## src/rtl/rv_muldiv_pkg.sv

```systemverilog
// Shared encodings and constants for the RV32M multiply/divide unit.
package rv_muldiv_pkg;

  localparam int unsigned MULDIV_XLEN = 32;

  typedef enum logic [2:0] {
    MULDIV_MUL    = 3'd0,
    MULDIV_MULH   = 3'd1,
    MULDIV_MULHSU = 3'd2,
    MULDIV_MULHU  = 3'd3,
    MULDIV_DIV    = 3'd4,
    MULDIV_DIVU   = 3'd5,
    MULDIV_REM    = 3'd6,
    MULDIV_REMU   = 3'd7
  } muldiv_op_e;

  typedef enum logic [1:0] {
    ST_IDLE = 2'd0,
    ST_CALC = 2'd1,
    ST_FIX  = 2'd2,
    ST_DONE = 2'd3
  } muldiv_state_e;

  localparam logic [31:0] DIV_BY_ZERO_Q = 32'hFFFF_FFFF;
  localparam logic [31:0] INT_MIN       = 32'h8000_0000;

  function automatic logic op_a_signed(input muldiv_op_e op);
    return op inside {MULDIV_MUL, MULDIV_MULH, MULDIV_MULHSU, MULDIV_DIV, MULDIV_REM};
  endfunction

  function automatic logic op_b_signed(input muldiv_op_e op);
    return op inside {MULDIV_MUL, MULDIV_MULH, MULDIV_DIV, MULDIV_REM};
  endfunction

endpackage

```

## src/rtl/muldiv_iter_core.sv

```systemverilog
// Shared 64-bit accumulator: one shift-add (multiply) or restoring
// shift-subtract (divide) iteration per step_i.
module muldiv_iter_core
  import rv_muldiv_pkg::*;
#(
  parameter int unsigned XLEN = 32
) (
  input  logic              clk_i,
  input  logic              rst_i,
  input  logic              load_i,
  input  logic              step_i,
  input  logic              div_mode_i,
  input  logic [XLEN-1:0]   opa_i,
  input  logic [XLEN-1:0]   opb_i,
  output logic [2*XLEN-1:0] acc_o
);

  logic [2*XLEN-1:0] acc_q, acc_d;
  logic [XLEN-1:0]   opb_q, opb_d;
  logic [XLEN:0]     add_sum;
  logic [XLEN:0]     rem_shift;
  logic              rem_ge;
  logic [XLEN-1:0]   rem_diff;

  // Multiply: {hi, lo} with multiplier in lo; divide: {remainder, dividend/quotient}.
  always_comb begin
    acc_d     = acc_q;
    opb_d     = opb_q;
    add_sum   = {1'b0, acc_q[2*XLEN-1:XLEN]} + {1'b0, opb_q};
    rem_shift = acc_q[2*XLEN-1:XLEN-1];
    rem_ge    = rem_shift >= {1'b0, opb_q};
    rem_diff  = rem_shift[XLEN-1:0] - opb_q;
    if (load_i) begin
      acc_d = {{XLEN{1'b0}}, opa_i};
      opb_d = opb_i;
    end else if (step_i) begin
      if (div_mode_i) begin
        if (rem_ge) begin
          acc_d = {rem_diff, acc_q[XLEN-2:0], 1'b1};
        end else begin
          acc_d = {acc_q[2*XLEN-2:0], 1'b0};
        end
      end else if (acc_q[0]) begin
        acc_d = {add_sum, acc_q[XLEN-1:1]};
      end else begin
        acc_d = {1'b0, acc_q[2*XLEN-1:1]};
      end
    end
  end

  always_ff @(posedge clk_i or posedge rst_i) begin
    if (rst_i) begin
      acc_q <= '0;
      opb_q <= '0;
    end else begin
      acc_q <= acc_d;
      opb_q <= opb_d;
    end
  end

  assign acc_o = acc_q;

endmodule

```

## src/rtl/muldiv_unit.sv

```systemverilog
// Iterative RV32M multiply/divide unit: FSM, handshake, divide special
// cases and final sign correction around muldiv_iter_core.
module muldiv_unit
  import rv_muldiv_pkg::*;
#(
  parameter int unsigned XLEN = 32
) (
  input  logic            clk_i,
  input  logic            rst_i,
  input  logic            valid_i,
  output logic            ready_o,
  input  logic [2:0]      op_i,
  input  logic [XLEN-1:0] rs1_data_i,
  input  logic [XLEN-1:0] rs2_data_i,
  input  logic [4:0]      rd_i,
  input  logic            flush_i,
  output logic            result_valid_o,
  input  logic            result_ready_i,
  output logic [XLEN-1:0] result_o,
  output logic [4:0]      rd_o
);

  muldiv_state_e     state_q, state_d;
  muldiv_op_e        op_q, op_d;
  logic [4:0]        rd_q, rd_d;
  logic [4:0]        cnt_q, cnt_d;
  logic              neg_q, neg_d;
  logic              a_neg_q, a_neg_d;
  logic [XLEN-1:0]   result_q, result_d;

  muldiv_op_e        op_in;
  logic              a_neg_in, b_neg_in;
  logic [XLEN-1:0]   mag_a, mag_b;
  logic              div_zero, div_ovf;
  logic [XLEN-1:0]   special_res;
  logic              core_load, core_step;
  logic [2*XLEN-1:0] acc;
  logic [2*XLEN-1:0] prod_fix;
  logic [XLEN-1:0]   quo_fix, rem_fix, fixed_res;

  muldiv_iter_core #(
    .XLEN(XLEN)
  ) u_core (
    .clk_i     (clk_i),
    .rst_i     (rst_i),
    .load_i    (core_load),
    .step_i    (core_step),
    .div_mode_i(op_q[2]),
    .opa_i     (mag_a),
    .opb_i     (mag_b),
    .acc_o     (acc)
  );

  always_comb begin
    op_in       = muldiv_op_e'(op_i);
    a_neg_in    = op_a_signed(op_in) & rs1_data_i[XLEN-1];
    b_neg_in    = op_b_signed(op_in) & rs2_data_i[XLEN-1];
    mag_a       = a_neg_in ? -rs1_data_i : rs1_data_i;
    mag_b       = b_neg_in ? -rs2_data_i : rs2_data_i;
    div_zero    = (rs2_data_i == '0);
    div_ovf     = (op_in == MULDIV_DIV || op_in == MULDIV_REM) &&
                  (rs1_data_i == INT_MIN) && (rs2_data_i == '1);
    // op_i[1] distinguishes REM/REMU from DIV/DIVU.
    if (div_zero) begin
      special_res = op_i[1] ? rs1_data_i : DIV_BY_ZERO_Q;
    end else begin
      special_res = op_i[1] ? '0 : INT_MIN;
    end

    prod_fix = neg_q ? -acc : acc;
    quo_fix  = neg_q ? -acc[XLEN-1:0] : acc[XLEN-1:0];
    rem_fix  = a_neg_q ? -acc[2*XLEN-1:XLEN] : acc[2*XLEN-1:XLEN];
    if (op_q[2]) begin
      fixed_res = op_q[1] ? rem_fix : quo_fix;
    end else if (op_q == MULDIV_MUL) begin
      fixed_res = prod_fix[XLEN-1:0];
    end else begin
      fixed_res = prod_fix[2*XLEN-1:XLEN];
    end
  end

  always_comb begin
    state_d   = state_q;
    op_d      = op_q;
    rd_d      = rd_q;
    cnt_d     = cnt_q;
    neg_d     = neg_q;
    a_neg_d   = a_neg_q;
    result_d  = result_q;
    core_load = 1'b0;
    core_step = 1'b0;
    unique case (state_q)
      ST_IDLE: begin
        if (valid_i && !flush_i) begin
          op_d    = op_in;
          rd_d    = rd_i;
          neg_d   = a_neg_in ^ b_neg_in;
          a_neg_d = a_neg_in;
          cnt_d   = '0;
          if (op_i[2] && (div_zero || div_ovf)) begin
            result_d = special_res;
            state_d  = ST_DONE;
          end else begin
            core_load = 1'b1;
            state_d   = ST_CALC;
          end
        end
      end
      ST_CALC: begin
        core_step = !flush_i;
        cnt_d     = cnt_q + 5'd1;
        if (cnt_q == '1) begin
          state_d = ST_FIX;
        end
      end
      ST_FIX: begin
        result_d = fixed_res;
        state_d  = ST_DONE;
      end
      ST_DONE: begin
        if (result_ready_i) begin
          state_d = ST_IDLE;
        end
      end
      default: state_d = ST_IDLE;
    endcase
    if (flush_i) begin
      state_d = ST_IDLE;
    end
  end

  always_ff @(posedge clk_i or posedge rst_i) begin
    if (rst_i) begin
      state_q  <= ST_IDLE;
      op_q     <= MULDIV_MUL;
      rd_q     <= '0;
      cnt_q    <= '0;
      neg_q    <= 1'b0;
      a_neg_q  <= 1'b0;
      result_q <= '0;
    end else begin
      state_q  <= state_d;
      op_q     <= op_d;
      rd_q     <= rd_d;
      cnt_q    <= cnt_d;
      neg_q    <= neg_d;
      a_neg_q  <= a_neg_d;
      result_q <= result_d;
    end
  end

  assign ready_o        = (state_q == ST_IDLE);
  assign result_valid_o = (state_q == ST_DONE);
  assign result_o       = result_q;
  assign rd_o           = rd_q;

endmodule

```

## config.mk

```make
export PLATFORM = sky130hd
export DESIGN_NAME = muldiv_unit
export DESIGN_NICKNAME = d
export VERILOG_FILES = /design/src/rtl/rv_muldiv_pkg.sv /design/src/rtl/muldiv_iter_core.sv /design/src/rtl/muldiv_unit.sv
export SDC_FILE = /design/constraint.sdc
export NUM_CORES = 1
export LEC_CHECK = 0
export BUFFER_PORTS_ARGS = -buffer_cell sky130_fd_sc_hd__buf_4
export CAP_MARGIN = 20
export CORE_MARGIN = 4
export CORE_UTILIZATION = 52
export CTS_CLUSTER_SIZE = 25
export DETAILED_ROUTE_END_ITERATION = 16
export PLACE_DENSITY = 0.71
export REMOVE_ABC_BUFFERS = 1
export SYNTH_ARGS = -nofsm -noshare
export SYNTH_HDL_FRONTEND = slang
export SYNTH_SLANG_ARGS = --single-unit
export TNS_END_PERCENT = 50
```

## constraint.sdc

```tcl
create_clock -name clk_i -period 5.9 [get_ports clk_i]
set_input_delay 0.295 -clock clk_i [delete_from_list [all_inputs] [get_ports clk_i]]
set_output_delay 0.295 -clock clk_i [all_outputs]
set_load 0.02 [all_outputs]
```

Word level (Yosys, flattened, before mapping)
Cells that the tools add are included.
{"block": "totals", "regBits": 145, "input_bits": 77, "output_inout_bits": 39, "wordCells": 87}
{"block": "classes", "add_sub_neg": 8, "magnitude_cmp": 1, "n_eq_ne": 15, "muxes": 31, "n_bitwise": 3, "n_reduce_logical": 20}
{"operator": "$mux 32", "count": 12}
{"operator": "$mux 64", "count": 6}
{"operator": "$neg 32->32", "count": 4}
{"operator": "$eq 32x32->1 const B", "count": 2}
{"operator": "$neg 64->64", "count": 1}
{"operator": "$pmux 32 s2", "count": 1}
{"operator": "$add 32x32->33", "count": 1}
{"operator": "$ge 33x32->1", "count": 1}
{"operator": "$logic_not 32->1", "count": 1}
{"operator": "$sub 32x32->32", "count": 1}
{"operator": "$mux 2", "count": 5}
{"operator": "$pmux 5 s2", "count": 1}
{"operator": "$pmux 2 s4", "count": 1}
{"operator": "$eq 3x3->1 const B", "count": 2}
{"operator": "$logic_not 3->1", "count": 2}
{"operator": "$reduce_and 3->1", "count": 2}
{"operator": "$reduce_bool 2->1", "count": 3}
{"operator": "$add 5x1->5 const B", "count": 1}
{"operator": "$eq 5x5->1 const B", "count": 1}
{"operator": "$mux 5", "count": 1}
{"operator": "$reduce_bool 5->1", "count": 1}
{"operator": "$eq 2x2->1 const B", "count": 2}
{"operator": "$logic_and 1x1->1", "count": 4}
{"operator": "$mux 1", "count": 4}
{"operator": "other kinds (14)", "count": 18}

Logic depth before layout (Yosys ltp)
{"block": "logic_depth", "word_depth": 10, "mapped_depth": 14, "mapped_depth_nobuf": 13}

Cells and area by module
From an unflattened synthesis, not the netlist that was laid out.
{"block": "unflattened", "hier_cells": 2082, "area_unflattened_um2": 15682.5}
{"module": "muldiv_iter_core", "n_inst": 1, "cells_each": 1074, "area_each_um2": 8595.7, "seq_area_each_um2": 2402.3}
{"module": "muldiv_unit", "n_inst": 1, "cells_each": 1008, "area_each_um2": 7086.8, "seq_area_each_um2": 1226.2}

Worst setup path before layout
No wires, ideal clock.
{"block": "synth_timing", "path_type": "register -> register", "startpoint": "register u_core.acc_q[33] (netlist: u_core.acc_o[33])", "endpoint": "register result_q[30] (netlist: result_o[30])", "setup_time_ps": 125, "arrival_ps": 2984, "required_time_ps": 5775, "setup_slack_ps": 2790, "path_stages_with_launch": 12, "n_path_buf": 1, "synth_period_minus_slack_ps": 3110, "cell_sequence": "dfrtp_1 > clkbuf_1 > inv_1 > ha_1 > nor3b_1 > nand3_1 > or4_1 > or4_4 > nor3_2 > o21ai_1 > a32o_1 > mux2_4"}
{"block": "synth_between", "elab_chain_len": 5, "elab_cells_between_ends": 8, "cone_classes": "add/sub (2); mux (6)"}
{"element": "start: declaration", "line": "muldiv_iter_core.sv:18", "text": "logic [2*XLEN-1:0] acc_q, acc_d;"}
{"element": "start signal: assignment", "line": "muldiv_iter_core.sv:53", "text": "acc_q <= '0;"}
{"element": "start signal: assignment", "line": "muldiv_iter_core.sv:56", "text": "acc_q <= acc_d;"}
{"element": "$neg 64->64 / $neg 32->32 (equally long branches)", "line": "muldiv_unit.sv:70, muldiv_unit.sv:72"}
{"element": "$mux 64 / $mux 32 (equally long branches)", "line": "muldiv_unit.sv:70, muldiv_unit.sv:72"}
{"element": "$mux 32 (on tied branches)", "line": "muldiv_unit.sv:75, muldiv_unit.sv:74"}
{"element": "$mux 32 *", "line": "muldiv_unit.sv:73", "text": "if (op_q[2]) begin"}
{"element": "$pmux 32 s2 *", "line": "muldiv_unit.sv:92", "text": "unique case (state_q)"}
{"element": "end signal: assignment", "line": "muldiv_unit.sv:148", "text": "result_q <= result_d;"}
{"element": "end: declaration", "line": "muldiv_unit.sv:29", "text": "logic [XLEN-1:0] result_q, result_d;"}
Every way passes the cells marked *; elsewhere a longest branch is shown, timed or not.
A chain may end at the register's enable or synchronous reset.

Worst setup path after layout
{"block": "layout_timing", "startpoint": "register u_core.acc_q[28] (netlist: u_core.acc_o[28])", "endpoint": "register result_q[29] (netlist: result_o[29])"}
{"block": "layout_between", "elab_chain_len": 5, "elab_cells_between_ends": 8, "cone_classes": "add/sub (2); mux (6)"}
{"element": "$neg 64->64 / $neg 32->32 (equally long branches)", "line": "muldiv_unit.sv:70, muldiv_unit.sv:71"}
{"element": "$mux 64 / $mux 32 (equally long branches)", "line": "muldiv_unit.sv:70, muldiv_unit.sv:71"}
{"element": "$mux 32 (on tied branches)", "line": "muldiv_unit.sv:75, muldiv_unit.sv:74"}
{"element": "$mux 32 *", "line": "muldiv_unit.sv:73"}
{"element": "$pmux 32 s2 *", "line": "muldiv_unit.sv:92"}
Marked as above.

==> flow_metrics.tcl <==
set metrics [dict create \
    p_seq_share_pct 21.9 \
    slew_viol_final 0 \
    synth.largest_area_cell "dfrtp_1" \
    synthFlopType "dfrtp_1" \
    cts_made_buffers 17 \
    grt_pass1_vias 14500 \
    antenna_found_initial 0 \
    failed_checks "hold timing" \
    p_int_w 0.00490 \
    die_h_um 179 \
    ys_warn_count 0 \
    rsz0062_at_grt "false" \
    ant_nets 0 \
    hold-worst-slack_ns -0.0157 \
    period_needed_ns 3.84 \
    hp-class "in -> async" \
    final-setup-viol-count 0 \
    status "complete, but fails checks" \
    num-fill-cells 2716 \
    sw_frac_of_total_pct 52.6 \
    max_freq_ghz 0.261 \
    synth_edf_count 0 \
    grt_pass1_wl_mm 79.9 \
    wirelength_mm 50.6 \
    crit_path_max_fanout 9 \
    arrival_ns 4.20 \
    dieArea_sq_mm 0.0319 \
    dp_hpwl_mm 37.6 \
    initial_core_util_pct 52.7 \
    drc_errors 0 \
    synth_seq_cells 145 \
    nets 2174 \
    power_frac_clock_pct 12.0 \
    netlist_instances 2007 \
    setup_slack_ns 2.06 \
    synth_area_leaders "dfrtp_1, xnor2_1, ha_1" \
    p_total_w 0.0103 \
    clkTransAtPathRegs_ns 0.07 \
    core_area_sq_mm 0.0287 \
    clk_latency_ns 0.45 \
    slew_headroom_pct 35.8 \
    insertedDiodeCount 0 \
    ir_drop_uv 260 \
    htree_num_levels 4 \
    avgViaCountPerCell 6.46 \
    ys_async_sr_fraction_pct 100 \
    start_kind "register" \
    avgRoutedWirePerCell_um 20.9 \
    dp_slack_ns 2.01 \
    seq_area_frac_synth_pct 24.0 \
    area_growth_pct 11.0 \
    r2r_end "result_o[29]$_DFFE_PP0P_" \
    fin_crit_sh_pct 65.0 \
    leakage_nw 6.95 \
    dr_total_vias 15600 \
    drv_cap 0 \
    pin_count 116 \
    drt_first_pass_iters 6 \
    die_w_um 179 \
    grt_max_degree 96 \
    portBuffers 115 \
    worst_r2r_startpoint "u_core.acc_o[28]$_DFFE_PP0P_" \
    gr-usage-all-layers_pct 31.4 \
    cts-resized-gates 0 \
    cp_data_required_time_ns 6.27 \
    power.net_switching_w 0.00544 \
    cts_buffer_depth 2 \
    finalClockSkew_ns 0.0145 \
    cts_tree "yes" \
    endpoint_kind "register" \
    hold_buffers 0 \
    synth_cell_type_count 82 \
    num_rows 62 \
    grt-ovfl-total 0 \
    drt_iter0_markers 1444 \
    crit_type "reg -> reg" \
    drive_gt1_share_pct 11.2 \
    synth.avg_cell_area_sq_um 7.54 \
    worst_pin_slew_ns 0.955 \
    netlist_area_sq_mm 0.0151 \
    place_congestion 1.01 \
    reg2reg_slack_ns 2.06 \
    root_buffer "clkbuf_16" \
    post-cts-setup-buffers 0 \
    fin_util_pct 58.5 \
    cts_sinks 145 \
    pwr_density_cell_mw_per_mm2 616 \
    power.share.combinational_pct 66.1 \
    hold_viol 4 \
    worst-r2r-cell-count 8 \
    synth_top_area_share_pct 24.0 \
]
-- layout by cell type (no fill, tap or decap), drive strengths merged, types with 15 or more instances in the layout --
cell and n:
or2 15, clkbuf 18, o22ai 22, mux2 18, or4 23, nand3 43, or3 28, a211oi 53
nand2 194, mux2i 50, o21a 16, nor2b 16, nand2b 16, a31oi 29, inv 79, a21oi 176
nor2 184, a21o 30, nand4 22, o211ai 22, nor4 15, ha 75, xor2 72, dfrtp 145
buf 139, xnor2 119, o31ai 30, o21ai 178, nor3 44
-- logic make-up after synthesis --
| kind of cell | synth area share, % |
|---|---|
| adder cells (fa/ha/maj) | 6.46 |
| AO/OA/AOI/OAI | 27.8 |
| XOR/XNOR | 11.1 |
| AND/OR/NAND/NOR | 20.3 |
| multiplexers | 4.67 |
| buffers and inverters | 5.77 |
| flip-flops | 24.0 |
-- cell usage after synthesis, types with 20 or more instances --
| master | number |
|---|---|
| o21ai_0 | 174 |
| a211oi_1 | 53 |
| mux2i_1 | 50 |
| a21o_1 | 30 |
| ha_1 | 75 |
| or3_1 | 28 |
| dfrtp_1 | 145 |
| a31oi_1 | 29 |
| clkbuf_1 | 118 |
| xor2_1 | 72 |
| nor2_1 | 183 |
| nand4_1 | 22 |
| a21oi_1 | 176 |
| or4_1 | 20 |
| xnor2_1 | 119 |
| o211ai_1 | 22 |
| o31ai_1 | 30 |
| nand2_1 | 194 |
| inv_1 | 78 |
| o22ai_1 | 21 |
| nor3_1 | 43 |
| nand3_1 | 43 |
-- state kept, by name, indices dropped and copies added (netlist names) --
signal	flops
u_core.opb_q	32
a_neg_q	1
rd_o	5
result_o	32
u_core.acc_o	64
state_q	2
neg_q	1
cnt_q	5
op_q	3
-- metal layers --
layer	part of all wire, %	global-route usage [%]	up-vias
li1	-	-	7341
met1	42	42.5	7363
met2	46	51.0	781
met3	8.4	4.35	120
met4	3.8	12.1	0
met5	0	0	-
-- worst max-delay path by stage --
stage	from	end	depth (start not counted)	slack (ns)
after global placement	rs1_data_i[6]	result_o[18]$_DFFE_PP0P_	10	2.03
after floorplan	state_q[0]$_DFFE_PP0P_	u_core.acc_o[53]$_DFFE_PP0P_	6	-2.29
after detailed placement	rs1_data_i[15]	result_o[18]$_DFFE_PP0P_	10	2.01
final	u_core.acc_o[28]$_DFFE_PP0P_	result_o[29]$_DFFE_PP0P_	8	2.06
after CTS	u_core.acc_o[58]$_DFFE_PP0P_	u_core.acc_o[59]$_DFFE_PP0P_	10	2.06
after global routing	u_core.acc_o[58]$_DFFE_PP0P_	u_core.acc_o[59]$_DFFE_PP0P_	10	1.87
-- critical path, cell delays in order (launching register included) --
cell,delay (ns)
dfrtp_1,0.47
or4_1,0.65
nor4_1,0.55
nand4_1,0.63
o21ai_0,0.60
mux2_2,0.39
a21oi_1,0.13
o21ai_0,0.16
a31oi_1,0.19
-- final cells by class --
type,count,area (sq um),area share (%)
Clock inverter,13,210,1.25
Multi-Input combinational cell,1637,10700,63.5
Clock buffer,18,439,2.61
Inverter,80,305,1.82
Tap cell,384,480,2.86
Sequential cell,145,3630,21.6
Timing Repair Buffer,139,1060,6.33
-- per-stage QoR --
stage / setup TNS (ns) / cell area, sq um / instances
after floorplan: -137.61 / 14600 / 1862
after global placement: 0 / 16100 / 2384
after detailed placement: 0 / 16100 / 2384
after CTS: 0 / 16800 / 2415
after global routing: 0 / 16800 / 2416
final: 0 / 16800 / 2416
-- power groups by stage --
stage / combinational (W) / clock, W / sequential (W)
after CTS: 0.00667 / 0.00125 / 0.00226
final: 0.00683 / 0.00124 / 0.00227
after global routing: 0.00748 / 0.00129 / 0.00233
after global placement: 0.00656 / 0 / 0.00226
after detailed placement: 0.00661 / 0 / 0.00228
after floorplan: 0.00465 / 0 / 0.00224
No activity file was read; power rests on OpenSTA's default activity.
